--- src/rtl/forward_ctrl_unit.sv ---
// Operand redirection select + load-use stall for the EX stage; optional FWD_STALL_CNT_EN stall counter.
// Latency: redirection_ctrl registered (valid when instr is in EX); stall is combinational (0 cycles).
// Backpressure: stall holds PC and IF/ID for one cycle and injects a bubble; flush overrides stall.
module forward_ctrl_unit #(
  parameter int REG_W = 5
) (
  input  logic             clk,
  input  logic             rst,
  input  logic             id_valid,
  input  logic [REG_W-1:0] id_rs,
  input  logic [REG_W-1:0] id_rt,
  input  logic             id_use_rs,
  input  logic             id_use_rt,
  input  logic [REG_W-1:0] id_rd,
  input  logic             id_reg_we,
  input  logic             id_is_load,
  input  logic             flush,
  output logic             stall,
  output logic [3:0]       redirection_ctrl,
  output logic [31:0]      stall_count
);

  typedef struct packed {
    logic             valid;
    logic [REG_W-1:0] rd;
    logic             we;
    logic             load;
  } ex_slot_t;

  // Load-ness no longer matters once the producer reaches MEM: mem_out is the source either way.
  typedef struct packed {
    logic             valid;
    logic [REG_W-1:0] rd;
    logic             we;
  } mem_slot_t;

  ex_slot_t  s_ex;
  mem_slot_t s_mem;

  logic       hit_ex_rs, hit_ex_rt, hit_mem_rs, hit_mem_rt;
  logic       hazard;
  logic       load_ex;
  logic [1:0] sel_a, sel_b;

  function automatic logic slot_hit(input logic v, input logic we,
                                    input logic [REG_W-1:0] rd,
                                    input logic [REG_W-1:0] r);
    return v & we & (rd == r) & (r != '0);
  endfunction

  assign hit_ex_rs  = slot_hit(s_ex.valid,  s_ex.we,  s_ex.rd,  id_rs);
  assign hit_ex_rt  = slot_hit(s_ex.valid,  s_ex.we,  s_ex.rd,  id_rt);
  assign hit_mem_rs = slot_hit(s_mem.valid, s_mem.we, s_mem.rd, id_rs);
  assign hit_mem_rt = slot_hit(s_mem.valid, s_mem.we, s_mem.rd, id_rt);

  assign hazard  = id_valid & s_ex.load &
                   ((id_use_rs & hit_ex_rs) | (id_use_rt & hit_ex_rt));
  assign stall   = hazard & ~flush;
  assign load_ex = id_valid & ~stall & ~flush;

  // Nearest producer wins; a load in EX never selects alu_out (it stalls instead).
  always_comb begin
    sel_a = 2'b00;
    sel_b = 2'b00;
    if (id_use_rs) begin
      if (hit_ex_rs && !s_ex.load) sel_a = 2'b01;
      else if (hit_mem_rs)         sel_a = 2'b10;
    end
    if (id_use_rt) begin
      if (hit_ex_rt && !s_ex.load) sel_b = 2'b01;
      else if (hit_mem_rt)         sel_b = 2'b10;
    end
  end

  always_ff @(posedge clk) begin
    if (rst) begin
      s_ex             <= '0;
      s_mem            <= '0;
      redirection_ctrl <= 4'b0000;
    end else begin
      s_mem.valid <= s_ex.valid;
      s_mem.rd    <= s_ex.rd;
      s_mem.we    <= s_ex.we;
      if (load_ex) begin
        s_ex.valid       <= 1'b1;
        s_ex.rd          <= id_rd;
        s_ex.we          <= id_reg_we;
        s_ex.load        <= id_is_load;
        redirection_ctrl <= {sel_b, sel_a};
      end else begin
        s_ex             <= '0;
        redirection_ctrl <= 4'b0000;
      end
    end
  end

`ifdef FWD_STALL_CNT_EN
  logic [31:0] stall_cnt_q;

  always_ff @(posedge clk) begin
    if (rst) begin
      stall_cnt_q <= '0;
    end else if (stall && stall_cnt_q != 32'hFFFF_FFFF) begin
      stall_cnt_q <= stall_cnt_q + 32'd1;
    end
  end

  assign stall_count = stall_cnt_q;
`else
  assign stall_count = 32'h0;
`endif

endmodule

--- config.mk ---
export PLATFORM = sky130hd
export DESIGN_NAME = forward_ctrl_unit
export DESIGN_NICKNAME = d
export VERILOG_FILES = /design/src/rtl/forward_ctrl_unit.sv
export SDC_FILE = /design/constraint.sdc
export NUM_CORES = 1
export LEC_CHECK = 0
export ABC_AREA = 1
export CAP_MARGIN = 20
export CORE_UTILIZATION = 40
export DETAILED_ROUTE_END_ITERATION = 10
export PLACE_DENSITY = 0.76
export SYNTH_ARGS = -nofsm -noshare
export SYNTH_HDL_FRONTEND = slang
export SYNTH_SLANG_ARGS = --single-unit
--- constraint.sdc ---
create_clock -name clk -period 2.18 [get_ports clk]
set_input_delay 0.654 -clock clk [delete_from_list [all_inputs] [get_ports clk]]
set_output_delay 0.654 -clock clk [all_outputs]
set_load 0.02 [all_outputs]
==> After elaboration in Yosys (flattened, before gate mapping) <==
Cells that the tools add are included.
{ "totals": {"elab_cells": 53, "ff_bits": 19, "inputBits": 23} }
{ "op_classes": {"eq_ne": 4, "bitwise_logic": 23, "n_reduce_logical": 10, "n_mux": 5} }
{ "op_table": {"columns": ["op", "n"], "rows": [
  ["5-bit equality test", 4],
  ["1-bit AND", 17],
  ["5-bit nonzero test", 2],
  ["8-bit two-way mux", 1],
  ["4-bit OR reduction", 2],
  ["3-bit OR reduction", 2],
  ["1-bit inverter", 5],
  ["2-bit two-way mux", 2],
  ["1-bit logical AND", 2],
  ["1-bit two-way mux", 2],
  ["2-bit OR reduction", 1],
  ["1-bit logical NOT", 1],
  ["1-bit bitwise OR", 1]
]} }

==> Longest topological paths before layout <==
Gate-level depths: netlist (run 1).
{ "depth": {"ltp_word": 12, "ltp_mapped": 11, "depth_no_buf": 11} }

==> Least setup slack after synthesis (run 1) <==
OpenSTA, ideal clock, no wires.
{ "synth_timing": {"kind": "in2out", "from": "input id_rs[0]", "to": "output stall", "path_buffers": 0, "slack_ns": 0.155, "path_stages": 7, "arrival_time_ns": 1.371, "path_cell_list": "or2_0 -> nor2_1 -> nor2_1 -> nand3_1 -> nand2_1 -> nand2_2 -> inv_1"} }
{ "synth_via": {"elab_chain_cells": 7, "elab_cells_between_ends": 8} }
{ "synth_lines": {"columns": ["item", "line_no", "rtl"], "rows": [
  ["start, declared", "10", "input logic [REG_W-1:0] id_rs,"],
  ["5-bit equality test", "48", "return v & we & (rd == r) & (r != '0);"],
  ["1-bit AND", "48", null],
  ["1-bit AND *", "48", null],
  ["1-bit AND *", "57", "((id_use_rs & hit_ex_rs) | (id_use_rt & hit_ex_rt));"],
  ["1-bit bitwise OR *", "57", null],
  ["1-bit AND *", "56", "assign hazard = id_valid & s_ex.load &"],
  ["1-bit AND *", "58", "assign stall = hazard & ~flush;"],
  ["end, declared", "18", "output logic stall,"]
]} }
Every way passes the cells marked *; elsewhere a longest branch is shown, timed or not.

==> Final worst setup path (run 1) <==
{ "layout_timing": {"from": "input id_rs[1]", "to": "output stall"} }
Same word-level chain as after synthesis.

==> impl_metrics.yaml, run 1 <==
status:
  status: "finished, violations left"
  violations: "negative setup slack"
final_layout:
  syn2layout_area_growth_pct: 37.2
  multi_input_area_sq_um: 627
  final_common_cell: "conb_1"
  drive_above_1_share_pct: 29.9
  fin_cells: 262
  fillCellCount: 256
  ff_latch_area_sq_um: 384
  diodes: 0
  final_cell_mix: "32 x conb_1, 28 x nand2_1, 26 x buf_4, 24 x nor2_1, 23 x inv_1"
  nNetsFinal: 255
synth:
  synth_xor_area_share_pct: 6.64
  synth.area.mux_share_pct: 0
  synth_cell_types: 20
  synth_area_leaders: "dfxtp_1 32%, buf_4 20%, inv_1 9.8%"
  yosysWarnings: 0
  synth_top_family_by_area: "buffers and inverters"
  ys_ff_latch: 19
  synthAdderAreaFrac_pct: 0
  synth_top_area_share_pct: 32.0
  synth_compound_area_share_pct: 1.48
  seq_area_frac_synth_pct: 32.0
  postSynthCellCount: 176
  synth_top_cell_by_area: "dfxtp_1"
  synth-simple-area-share_pct: 29.2
  syn_area_per_cell_sq_um: 6.75
  synth_area_sq_mm: 0.00119
clock_network:
  cts_max_level: 1
  clkSinkCount: 19
  root_buffer: "clkbuf_4"
  cts_inserted_buffers: 3
  postCtsHoldBufs: 0
  clkTransAtPathRegs_ns: 0.11
  clk_latency_ns: 0.30
  clk_path_buf_depth: 2
  cts_tree: "built"
pwr:
  power_density_mw_per_mm2: 436
  leakagePower_uw: 0.000841
  power.share.combinational_pct: 24.0
  pwr-share-clk_pct: 25.5
  seqPwrFrac_pct: 50.5
  switching_share_pct: 31.3
  power_switching_uw: 222
  vdd_drop_max_uv: 382
  p_int_uw: 488
  p_total_uw: 709
placement:
  gp_congestion: 0.890
  port_buffers: 27
  dpl.cell_count: 247
  dp_hpwl_microns: 1740
detailed_routing:
  first_iter_violations: 26
  drc: 0
  viasPerCell: 4.22
  wl_per_cell_microns: 9.50
  drt-total-wl_microns: 2490
  ant_nets: 0
  dr.pass1.iters: 5
  vias: 1106
worst_setup_path:
  crit_cells: 9
  max_stage_delay_ns: 0.24
  r2r_cells: 15
  path_class: "in2out"
  worstPathRequired_ns: 1.53
  endpoint: "stall"
  end_kind: "output pin"
  r2r_start: "s_ex[2]"
  rrSetupSlack_ns: 0.24
  crit_fanout: 3
  critPathLaunch: "id_rs[1]"
  rr_endpoint: "redirection_ctrl[1]"
  cp_cell_sequence: "buf_6 > or2_1 > nor2_2 > nor2_2 > nand3_1 > nand2_1 > nand2_2 > inv_2 > buf_6"
  worstPathArrival_ns: 1.61
  cp-start-kind: "primary input"
  crit_slowest_cell: "or2_1"
  critPathTopFamily: "simple AND/OR/NAND/NOR gates"
  crit_buf_inv: 3
timing:
  layout_setup_ws_ns: -0.0837
  clock-skew-final_ns: 0.00408
  slew_violations: 0
  hold_viol: 0
  post-route-period-util_pct: 104
  fmax_mhz: 442
  setup_viol: 2
  holdWs_ns: 0.444
  period_needed_ns: 2.26
  grt_setup_unrepaired: "true"
floorplan:
  dieWidth_microns: 56.5
  start_util_pct: 42.7
  die_area_sq_mm: 0.00319
  coreArea_sq_mm: 0.00278
  rows: 19
  io_pins: 60
  die_y_microns: 56.5
global_route:
  grt_max_degree: 12
  grt_pass1_wl_microns: 3990
  grt_antenna_before_repair: 0
  grt_usage_pct: 15.8
  globalRouteOverflowTotal: 0
  grt_pass1_vias: 981
run:
  drv_cap: 0
min_path:
  hp-class: "reg2reg"
worst min path at each step:
stage / startpoint / endpoint / slack, ns / cells past startpoint
6_report: s_ex[7] / s_mem[6] / 0.44 / 2
3_5_place_dp: s_ex[1] / s_mem[0] / 0.41 / 2
4_1_cts: s_ex[1] / s_mem[0] / 0.43 / 2
3_3_place_gp: s_ex[7] / s_mem[6] / 0.41 / 2
2_1_floorplan: s_ex[1] / s_mem[0] / 0.40 / 2
5_1_grt: s_ex[7] / s_mem[6] / 0.46 / 2
sequential cells by signal (all words and copies together), names as in the netlist:
register	count
redirection_ctrl	4
s_mem	7
s_ex	8
cell families (layout without fill, tap and decap cells):
| group | count (synthesis) | after routing |
|---|---|---|
| other cells | 1 | 32 |
| compound gates | 3 | 3 |
| flops | 19 | 19 |
| simple gates | 80 | 80 |
| buf+inv | 64 | 88 |
| xor+xnor | 9 | 9 |
power by group through the flow:
stage / clock, uW / sequential [uW] / combinational [uW]
CTS: 184 / 358 / 162
global placement: 0 / 365 / 161
finish: 181 / 358 / 170
floorplan: 0 / 365 / 137
global route: 207 / 359 / 187
detailed placement: 0 / 365 / 162
synth_stat cells, drive strengths merged:
master / count
or2: 1
buf: 32
nor3: 2
clkbuf: 1
dfxtp: 19
nand2: 32
nand3: 11
a21oi: 1
conb: 1
inv: 31
nand3b: 2
nor2: 30
o21ai: 1
a211oi: 1
nand4: 1
xnor2: 3
xor2: 6
nor4: 1
timing repair:
action,in CTS,in global routing
pin swaps,11,7
setup endpoints to repair,1,2
setup buffers,10,1
resized for setup,61,16
hold endpoints to repair,0,0
layout make-up:
cell class / count / area share (%)
flip-flops and latches: 19 / 23.6
repair buffers: 53 / 26.7
inverters: 31 / 7.14
clock inverters: 1 / 0.307
clock buffers: 3 / 1.38
multi-input cells: 124 / 38.5
well taps: 31 / 2.38
stage by stage:
step | cell area [sq um] | TNS [ns] | setup WS, ns | util, %
2_1_floorplan | 1300 | 0 | 0.155 | -
3_3_place_gp | 1480 | -1.46 | -0.881 | 53.3
3_5_place_dp | 1480 | -1.44 | -0.886 | 53.3
4_1_cts | 1570 | -0.0129 | -0.0129 | 56.6
5_1_grt | 1630 | -0.273 | -0.163 | 58.6
6_report | 1630 | -0.0933 | -0.0837 | 58.6
tightest hold or removal path, stage by stage (launching register included):
cell and delay (ns):
dfxtp_1 0.34, inv_1 0.05, nor2_1 0.03
layer usage:
metal	part of all wire [%]	GRT usage, %	vias up
li1	-	-	566
met1	41	18.9	485
met2	50	27.9	47
met3	6.2	2.30	8
met4	2.5	6.62	0
met5	0	0	-
Power figures use the tool's default switching activity.
==> run 2, diff against run 1 <==
SLEW_MARGIN = 25   (was unset)
==> results of run 2 <==
No change in the layout: final DEF, timing and power equal those of run 1.
==> run 3, diff against run 2 <==
ABC_AREA = unset   (was 1)
CORE_UTILIZATION = 38   (was 40)
MAX_ROUTING_LAYER = met4   (was unset)
PLACE_DENSITY = 0.75   (was 0.76)
==> impl_metrics.yaml, run 3 <==
final_layout:
  final_common_cell: "conb_1"
  final_cell_mix: "32 x conb_1, 23 x buf_4, 19 x dfxtp_1, 16 x xnor2_1, 16 x clkdlybuf4s50_1"
  top_regs: "s_ex: 8 flops, s_mem: 7 flops, redirection_ctrl: 4 flops"
  drive_above_1_share_pct: 30.8
  diodes: 0
  fin_cells: 200
  largest_reg_flops: 8
  largest-register: "s_ex"
  syn2layout_area_growth_pct: 42.7
  nNetsFinal: 193
  stdcell_area_sq_mm: 0.00156
status:
  status: "finished, violations left"
  violations: "negative setup slack"
placement:
  dpl.cell_count: 192
  port_buffers: 27
  gp_congestion: 0.892
  place_area_sq_mm: 0.00143
timing:
  grt_setup_unrepaired: "true"
  slew_violations: 0
  period_needed_ns: 2.61
  relSlewSlack_pct: 67.0
  setup_viol: 1
  fmax_mhz: 383
  max_slew.worst_pin.slew_ns: 0.491
  layout_setup_ws_ns: -0.431
  clock-skew-final_ns: 0.0146
  hold_viol: 0
  post-route-period-util_pct: 120
worst_setup_path:
  crit_slowest_cell: "or4_4"
  path_class: "in2out"
  end_kind: "output pin"
  worstPathRequired_ns: 1.53
  crit_fanout: 3
  worstPathArrival_ns: 1.96
  max_stage_delay_ns: 0.55
  cp_cell_sequence: "buf_8 > or4_4 > o21ai_4 > nor4_4 > or2_4 > buf_6"
  cp-start-kind: "primary input"
floorplan:
  start_util_pct: 40.0
  die_y_microns: 55.6
  die_area_sq_mm: 0.00309
  rows: 19
  dieWidth_microns: 55.6
  io_pins: 60
  coreArea_sq_mm: 0.00273
global_route:
  grt_max_degree: 12
  grt_pass1_vias: 856
  grt_usage_pct: 15.8
  grt_pass1_wl_microns: 3680
  globalRouteOverflowTotal: 0
  grt_antenna_before_repair: 0
detailed_routing:
  routed.top_layer: "met4"
  met1_length_microns: 845
  met2_length_microns: 1180
  wl_per_cell_microns: 11.0
  first_iter_violations: 23
  vias: 879
  dr_wl_met3_microns: 123
  drt-total-wl_microns: 2200
  viasPerCell: 4.40
  dr.pass1.iters: 4
  ant_nets: 0
  drc: 0
synth:
  synth_area_leaders: "dfxtp_1 35%, buf_4 22%, xnor2_1 14%"
  seq_area_frac_synth_pct: 34.8
  synth_top_area_share_pct: 34.8
  async_flop_share_pct: 0
  synth_area_sq_mm: 0.00109
  synth-main-ff-cell: "dfxtp_1"
  synth_commonest_cells: "32 x buf_4, 19 x dfxtp_1, 18 x xnor2_1"
  synth_edf_count: 0
  synth_cell_types: 22
  syn_area_per_cell_sq_um: 9.42
  yosysMostFrequentCell: "buf_4"
  synth_top_cell_by_area: "dfxtp_1"
  postSynthCellCount: 116
  ys_ff_latch: 19
  yosysWarnings: 0
clock_network:
  clkSinkCount: 19
  clk_path_buf_depth: 2
  clk_latency_ns: 0.29
  root_buffer: "clkbuf_4"
  cts_inserted_buffers: 3
  postCtsHoldBufs: 0
  cts_max_level: 1
  clkTransAtPathRegs_ns: 0.11
  cts_tree: "built"
min_path:
  hp-class: "reg2reg"
pwr:
  power_density_mw_per_mm2: 453
  vdd_drop_max_uv: 387
  leakagePower_uw: 0.000667
run:
  drv_cap: 0
==> run 3: changes by cell type after synthesis, sizes merged, moves of 4 or more <==
cell	change
nor2	-27
xor2	-4
and2	+8
xnor2	+15
nand3	-5
nand2	-30
nor2b	+8
nor4	+5
inv	-31
==> run 3: timing repair <==
item | in CTS | in global routing
setup endpoints to repair | 13 | 10
gates resized for setup | 46 | 15
pin swaps | 9 | 8
buffers inserted | 4 | 2
==> run 3: power breakdown <==
part	internal [uW]	switching (uW)	leakage, uW	total [uW]
logic	82.8	96.5	0.000495	179
registers	354	5.61	0.000154	359
clock network	68.1	100	0.0000177	168
total	504	202	0.000667	707
==> run 3: layout make-up <==
type | instances | area [sq um]
clock buffers | 3 | 22.5
clock inverters | 1 | 5.00
fillers | 220 | 1170
multi-input cells | 96 | 676
flip-flops and latches | 19 | 380
well taps | 31 | 38.8
repair buffers | 50 | 437
==> run 3: cell families (layout without fill, tap and decap cells) <==
group           Yosys count  in the layout  synth area share (%)
compound gates            1              1                 0.802
xor+xnor                 20             20                  16.0
buf+inv                  32             54                  22.0
flops                    19             19                  34.8
other cells               1             32                 0.343
simple gates             43             43                  26.0
==> run 3: worst paths after layout <==
path | end | slack, ns | depth (start not counted) | from
max | stall | -0.43 | 6 | id_rs[4]
max reg2reg | s_ex[6] | 0.40 | 8 | s_ex[4]
min | s_mem[6] | 0.47 | 1 | s_ex[7]
min reg2reg | s_mem[6] | 0.47 | 1 | s_ex[7]
==> run 3: through the flow <==
step                utilization [%]  hold slack [ns]  setup WS [ns]  TNS [ns]  power, uW
global placement               52.4            0.445          -1.12     -6.12        528
detailed placement             52.4            0.440          -1.13     -6.32        531
floorplan                         -            0.429         -0.142    -0.142        496
global route                   57.0            0.472         -0.470    -0.470        746
CTS                            55.0            0.465         -0.399    -0.399        698
finish                         57.0            0.470         -0.431    -0.431        707
==> run 3: worst max-delay path, delay by kind of cell <==
kind            cells  cell delay (ns)
buf+inv             2             0.22
simple gates        3             0.89
compound gates      1             0.18
==> run 3: per-layer routing <==
metal | vias up | track usage [%]
met5 | - | -
met4 | 0 | 7.50
met3 | 5 | 3.49
met2 | 55 | 28.7
met1 | 393 | 16.0
li1 | 426 | -
